==> src/rtl/cacheline_adapter.sv <==
// -----------------------------------------------------------------------------
// cacheline_adapter
//
// Bridges the data cache's 256-bit line port to a 64-bit burst memory port.
// A write-back line is serialised into four 64-bit beats (lowest beat first);
// a read burst returns four 64-bit beats that are assembled into one line.
// Every completed line transaction ends with a single-cycle dfp_resp pulse.
//
// Ports
//   clk          sole clock, all state updates on the rising edge
//   rst          synchronous, active-high reset
//   dfp_addr     line address from the cache (bits [4:0] ignored)
//   dfp_read     line read request, held by the cache until dfp_resp
//   dfp_write    line write request, held by the cache until dfp_resp
//   dfp_wdata    256-bit line to write back, valid with dfp_write
//   dfp_rdata    assembled 256-bit line, valid in the dfp_resp cycle of a read
//   dfp_resp     one-cycle completion pulse
//   bmem_addr    line-aligned burst address
//   bmem_read    burst read command
//   bmem_write   burst write beat valid
//   bmem_wdata   current 64-bit write beat
//   bmem_ready   memory accepts the command / beat this cycle
//   bmem_rdata   returned 64-bit read beat
//   bmem_rvalid  bmem_rdata valid
//
// Every output is either a register or a decode of the state register, so
// there is no combinational path from any bmem_* input to any output.
// -----------------------------------------------------------------------------
module cacheline_adapter (
    input  logic         clk,
    input  logic         rst,

    input  logic [31:0]  dfp_addr,
    input  logic         dfp_read,
    input  logic         dfp_write,
    input  logic [255:0] dfp_wdata,
    output logic [255:0] dfp_rdata,
    output logic         dfp_resp,

    output logic [31:0]  bmem_addr,
    output logic         bmem_read,
    output logic         bmem_write,
    output logic [63:0]  bmem_wdata,
    input  logic         bmem_ready,
    input  logic [63:0]  bmem_rdata,
    input  logic         bmem_rvalid
);

    // -------------------------------------------------------------------------
    // Constants
    // -------------------------------------------------------------------------
    localparam int          BEATS     = 4;
    localparam int          BEAT_W    = 64;
    localparam logic [1:0]  LAST_BEAT = 2'd3;

    // Clearing the offset bits with a mask keeps every address bit in use
    // while producing the line-aligned address.
    localparam logic [31:0] LINE_MASK = 32'hFFFF_FFE0;

    localparam logic [2:0]  ST_IDLE      = 3'd0;
    localparam logic [2:0]  ST_WRITE     = 3'd1;
    localparam logic [2:0]  ST_READ_REQ  = 3'd2;
    localparam logic [2:0]  ST_READ_WAIT = 3'd3;
    localparam logic [2:0]  ST_RESP      = 3'd4;

    // -------------------------------------------------------------------------
    // State
    // -------------------------------------------------------------------------
    logic [2:0]   state_q,    state_d;
    logic [1:0]   beat_cnt_q, beat_cnt_d;
    logic [31:0]  addr_q,     addr_d;
    logic [255:0] wdata_q,    wdata_d;
    // line_q collects read beats as they arrive; rdata_q is the line presented
    // to the cache and only changes when a read burst completes, so dfp_rdata
    // stays stable between reads.
    logic [255:0] line_q,     line_d;
    logic [255:0] rdata_q,    rdata_d;

    logic         beat_capture;
    logic         read_done;

    // A read beat is only taken while waiting for read data; stray rvalid in
    // any other state (including right after a reset) is ignored.
    assign beat_capture = (state_q == ST_READ_WAIT) && bmem_rvalid;
    assign read_done    = beat_capture && (beat_cnt_q == LAST_BEAT);

    // -------------------------------------------------------------------------
    // Beat lanes
    // -------------------------------------------------------------------------
    logic [BEAT_W-1:0] wr_lane [BEATS];

    generate
        for (genvar gi = 0; gi < BEATS; gi++) begin : g_lane
            // Write side: slice of the latched line, beat 0 is the lowest.
            assign wr_lane[gi] = wdata_q[BEAT_W*gi +: BEAT_W];

            // Read side: a lane is overwritten only by the beat whose count
            // matches its position, giving ascending-address assembly.
            assign line_d[BEAT_W*gi +: BEAT_W] =
                (beat_capture && (beat_cnt_q == 2'(gi))) ? bmem_rdata
                                                         : line_q[BEAT_W*gi +: BEAT_W];
        end
    endgenerate

    // The final beat is already merged into line_d, so the completed line can
    // be published in the same cycle it finishes.
    assign rdata_d = read_done ? line_d : rdata_q;

    // -------------------------------------------------------------------------
    // Next-state logic
    // -------------------------------------------------------------------------
    always_comb begin
        state_d    = state_q;
        beat_cnt_d = beat_cnt_q;
        addr_d     = addr_q;
        wdata_d    = wdata_q;

        case (state_q)
            ST_IDLE: begin
                // Write-back wins when both requests are raised together.
                if (dfp_write) begin
                    addr_d     = dfp_addr & LINE_MASK;
                    wdata_d    = dfp_wdata;
                    beat_cnt_d = 2'd0;
                    state_d    = ST_WRITE;
                end else if (dfp_read) begin
                    addr_d     = dfp_addr & LINE_MASK;
                    beat_cnt_d = 2'd0;
                    state_d    = ST_READ_REQ;
                end
            end

            ST_WRITE: begin
                // Without ready the current beat and its data are simply held.
                if (bmem_ready) begin
                    beat_cnt_d = beat_cnt_q + 2'd1;
                    if (beat_cnt_q == LAST_BEAT) begin
                        state_d = ST_RESP;
                    end
                end
            end

            ST_READ_REQ: begin
                if (bmem_ready) begin
                    state_d = ST_READ_WAIT;
                end
            end

            ST_READ_WAIT: begin
                if (bmem_rvalid) begin
                    beat_cnt_d = beat_cnt_q + 2'd1;
                    if (beat_cnt_q == LAST_BEAT) begin
                        state_d = ST_RESP;
                    end
                end
            end

            ST_RESP: begin
                // The cache still holds its request during this cycle; going
                // straight back to IDLE without sampling it prevents a repeat.
                state_d = ST_IDLE;
            end

            default: begin
                state_d = ST_IDLE;
            end
        endcase
    end

    // -------------------------------------------------------------------------
    // Registers
    // -------------------------------------------------------------------------
    always_ff @(posedge clk) begin
        if (rst) begin
            state_q    <= ST_IDLE;
            beat_cnt_q <= 2'd0;
            addr_q     <= 32'd0;
            wdata_q    <= '0;
            line_q     <= '0;
            rdata_q    <= '0;
        end else begin
            state_q    <= state_d;
            beat_cnt_q <= beat_cnt_d;
            addr_q     <= addr_d;
            wdata_q    <= wdata_d;
            line_q     <= line_d;
            rdata_q    <= rdata_d;
        end
    end

    // -------------------------------------------------------------------------
    // Outputs: state decodes and registered values only
    // -------------------------------------------------------------------------
    assign dfp_resp   = (state_q == ST_RESP);
    assign dfp_rdata  = rdata_q;
    assign bmem_read  = (state_q == ST_READ_REQ);
    assign bmem_write = (state_q == ST_WRITE);
    assign bmem_addr  = addr_q;
    assign bmem_wdata = (state_q == ST_WRITE) ? wr_lane[beat_cnt_q] : '0;

endmodule

==> config.mk <==
export PLATFORM = sky130hd
export DESIGN_NAME = cacheline_adapter
export DESIGN_NICKNAME = d
export VERILOG_FILES = /design/src/rtl/cacheline_adapter.sv
export SDC_FILE = /design/constraint.sdc
export NUM_CORES = 1
export LEC_CHECK = 0
export ABC_CLOCK_PERIOD_IN_PS = 6500
export BUFFER_PORTS_ARGS = -buffer_cell sky130_fd_sc_hd__buf_2
export CAP_MARGIN = 5
export CORE_AREA = 2 2 317 319
export CTS_BUF_LIST = sky130_fd_sc_hd__clkbuf_4
export DETAILED_ROUTE_END_ITERATION = 8
export DIE_AREA = 0 0 319 321
export PLACE_DENSITY_LB_ADDON = 0.12
export SLEW_MARGIN = 20
export SYNTH_ARGS = -nofsm -noshare
export SYNTH_HDL_FRONTEND = slang
export SYNTH_SLANG_ARGS = --single-unit
==> constraint.sdc <==
create_clock -name clk -period 6.5 [get_ports clk]
set_input_delay 1.3 -clock clk [delete_from_list [all_inputs] [get_ports clk]]
set_output_delay 1.3 -clock clk [all_outputs]
set_load 0.02 [all_outputs]
==> impl_metrics.json <==
{
  "ys_ff_latch": 736,
  "max_freq_mhz": 203.1,
  "tns_ns": 0,
  "die_area_mm2": 0.1024,
  "grt_usage_pct": 20.02,
  "clock-root-buffer": "clkbuf_4",
  "postCtsResizedCells": 0,
  "ant_nets": 0,
  "setup_viol": 0,
  "post-cts-setup-buffers": 0,
  "arrival_ns": 3.62,
  "tightest_slew_ns": 1.029,
  "required_ns": 5.20,
  "insertion_delay_ns": 1.07,
  "start_kind": "flip-flop",
  "path_class": "reg -> out",
  "synth_area_leaders": "dfxtp_1 50%, nand2_1 14%, a21oi_1 9.2%",
  "std_cell_rows": 116,
  "route.vias.total": 25777,
  "cpPeakStageDelay_ns": 0.81,
  "h-tree-depth": 4,
  "ioPinCount": 713,
  "async_flop_share_pct": 0,
  "coreArea_mm2": 0.09928,
  "portBuffers": 702,
  "end_kind": "primary output",
  "drive_gt1_share_pct": 27.61,
  "synth_top_area_share_pct": 50.04,
  "final_cells": 5521,
  "timing.max_cap.violations": 0,
  "met2WireLength_um": 50720,
  "min_delay_path_depth": 2,
  "yosysWarnings": 0,
  "synth_ff_type": "dfxtp_1",
  "hold_viol": 0,
  "cts_num_sinks": 736,
  "syn_to_final_growth_pct": 22.47,
  "route.top_layer_used": "met5",
  "min_period_ns": 4.924,
  "peakVddDrop_v": 0.0002476,
  "route.layer.met1.wl_um": 45800,
  "first_global_vias": 24802,
  "skew_ns": 0.05917,
  "placed_cells": 5133,
  "cts_tree": "yes",
  "clk_path_buf_depth": 3,
  "grt_pass1_wl_um": 157800,
  "cp_cell_sequence": "buf_4, mux4_2, and2_1, buf_2",
  "fin_crit_sh_pct": 75.75,
  "synthCells": 3398,
  "crit_path_top_delay_cell": "buf_4",
  "path_max_fanout": 37,
  "yosys.area.top_type": "dfxtp_1",
  "drcViolationCount": 0,
  "detailed_place.area_mm2": 0.03333,
  "avgSynthCellArea_um2": 8.666,
  "rsz0062_at_grt": "no",
  "hpwl_um": 68150,
  "numCtsBuffers": 210,
  "dr_wl_met3_um": 6888,
  "synth-seq-area-share_pct": 50.04,
  "overflow": 0,
  "final_util_pct": 36.33,
  "gp_congestion": 0.7898,
  "drv_slew": 0,
  "fin_nets": 4409,
  "syn_area_mm2": 0.02945,
  "hold_path_class": "reg -> reg",
  "finish.instance_area_mm2": 0.03606,
  "antenna_found_initial": 47,
  "die_w_um": 319,
  "routedWlPerCell_um": 19.22,
  "drtPass1Iterations": 5,
  "path_clk_slew_ns": 0.06,
  "grt_max_degree": 207,
  "max_slew_margin_pct": 31.42,
  "die_h_um": 321,
  "status": "finished, final reports clean",
  "vias_per_cell": 4.669,
  "wl_um": 106100,
  "synth-edff-count": 0,
  "p_leak_nw": 14.32,
  "mostFrequentLayoutCells": "1,079 x nand2_1, 734 x dfxtp_1, 701 x buf_2, 542 x a21oi_1, 322 x clkbuf_4",
  "mostFrequentLayoutCell": "nand2_1",
  "yosysUniqueCellTypes": 38,
  "first_iter_violations": 1639,
  "power.density_mw_per_mm2": 325.6,
  "reg2reg_depth": 5,
  "initial_utilization_pct": 29.66,
  "holdBufCountCts": 0
}
## registers in the layout, summed over array words and instances, names as in the netlist
name and flops:
dfp_rdata 256, wdata_q 256, line_q 192, bmem_addr 27
state_q 3, beat_cnt_q 2
## per-stage QoR
stage | hold WS [ns] | power [mW] | setup slack [ns]
finish | 0.4491 | 11.74 | 1.576
detailed placement | 0.4430 | 7.489 | 2.502
floorplan | 0.4331 | 6.784 | 3.560
CTS | 0.2605 | 11.97 | 1.263
global placement | 0.4390 | 7.476 | 2.515
global route | 0.3368 | 12.47 | 1.196
## cell usage after synthesis, drive strengths merged (2+ instances only)
master / number
nand2: 1084
dfxtp: 736
a21oi: 542
nor2: 195
mux2i: 194
a211oi: 192
buf: 164
clkbuf: 128
and2: 70
mux4: 64
ha: 4
inv: 4
nor3: 4
o21ai: 2
## worst max-delay path: cells and delay by family, from the launching register on
kind          cells  cell delay [ns]
simple gates      1             0.17
flops             1             0.79
mux               1             0.61
buf+inv           2             0.97
## path summary, 6_finish.rpt
path | slack [ns] | start | to
min reg2reg | 0.45 | dfp_rdata[206] | dfp_rdata[206]
min | 0.45 | dfp_rdata[206] | dfp_rdata[206]
max reg2reg | 3.02 | beat_cnt_q[0] | line_q[100]
max | 1.58 | beat_cnt_q[0] | bmem_wdata[3]
## metal layers
layer  vias to the layer above  track usage [%]
li1                      12864                -
met2                       707            32.88
met1                     11970            24.64
met4                        28            7.075
met3                       208            6.353
met5                         -                0
## where the power goes
part           total, mW  leakage (nW)  internal (mW)  switching (mW)
sequential          5.13          5.97           4.90           0.233
combinational       2.22          6.74          0.778            1.44
clock               4.39          1.61           2.32            2.07
total               11.7          14.3           8.00            3.74
## layout make-up
class	count	area, um^2
Fill cell	10749	63210
Tap cell	1298	1624
Sequential cell	736	14740
Multi-Input combinational cell	2370	13180
Clock buffer	322	2417
Clock inverter	52	284.0
Antenna cell	14	35.03
Inverter	4	15.01
Timing Repair Buffer	725	3771
## logic make-up after synthesis
kind of cell,share of synthesized area [%]
mux,11.53
xor+xnor,0.02975
flops,50.04
simple gates,18.02
fa+ha+maj,0.1700
compound gates,14.61
buf+inv,5.600
other cells,0.01273
Note: power is estimated with default switching activity, not from simulation.
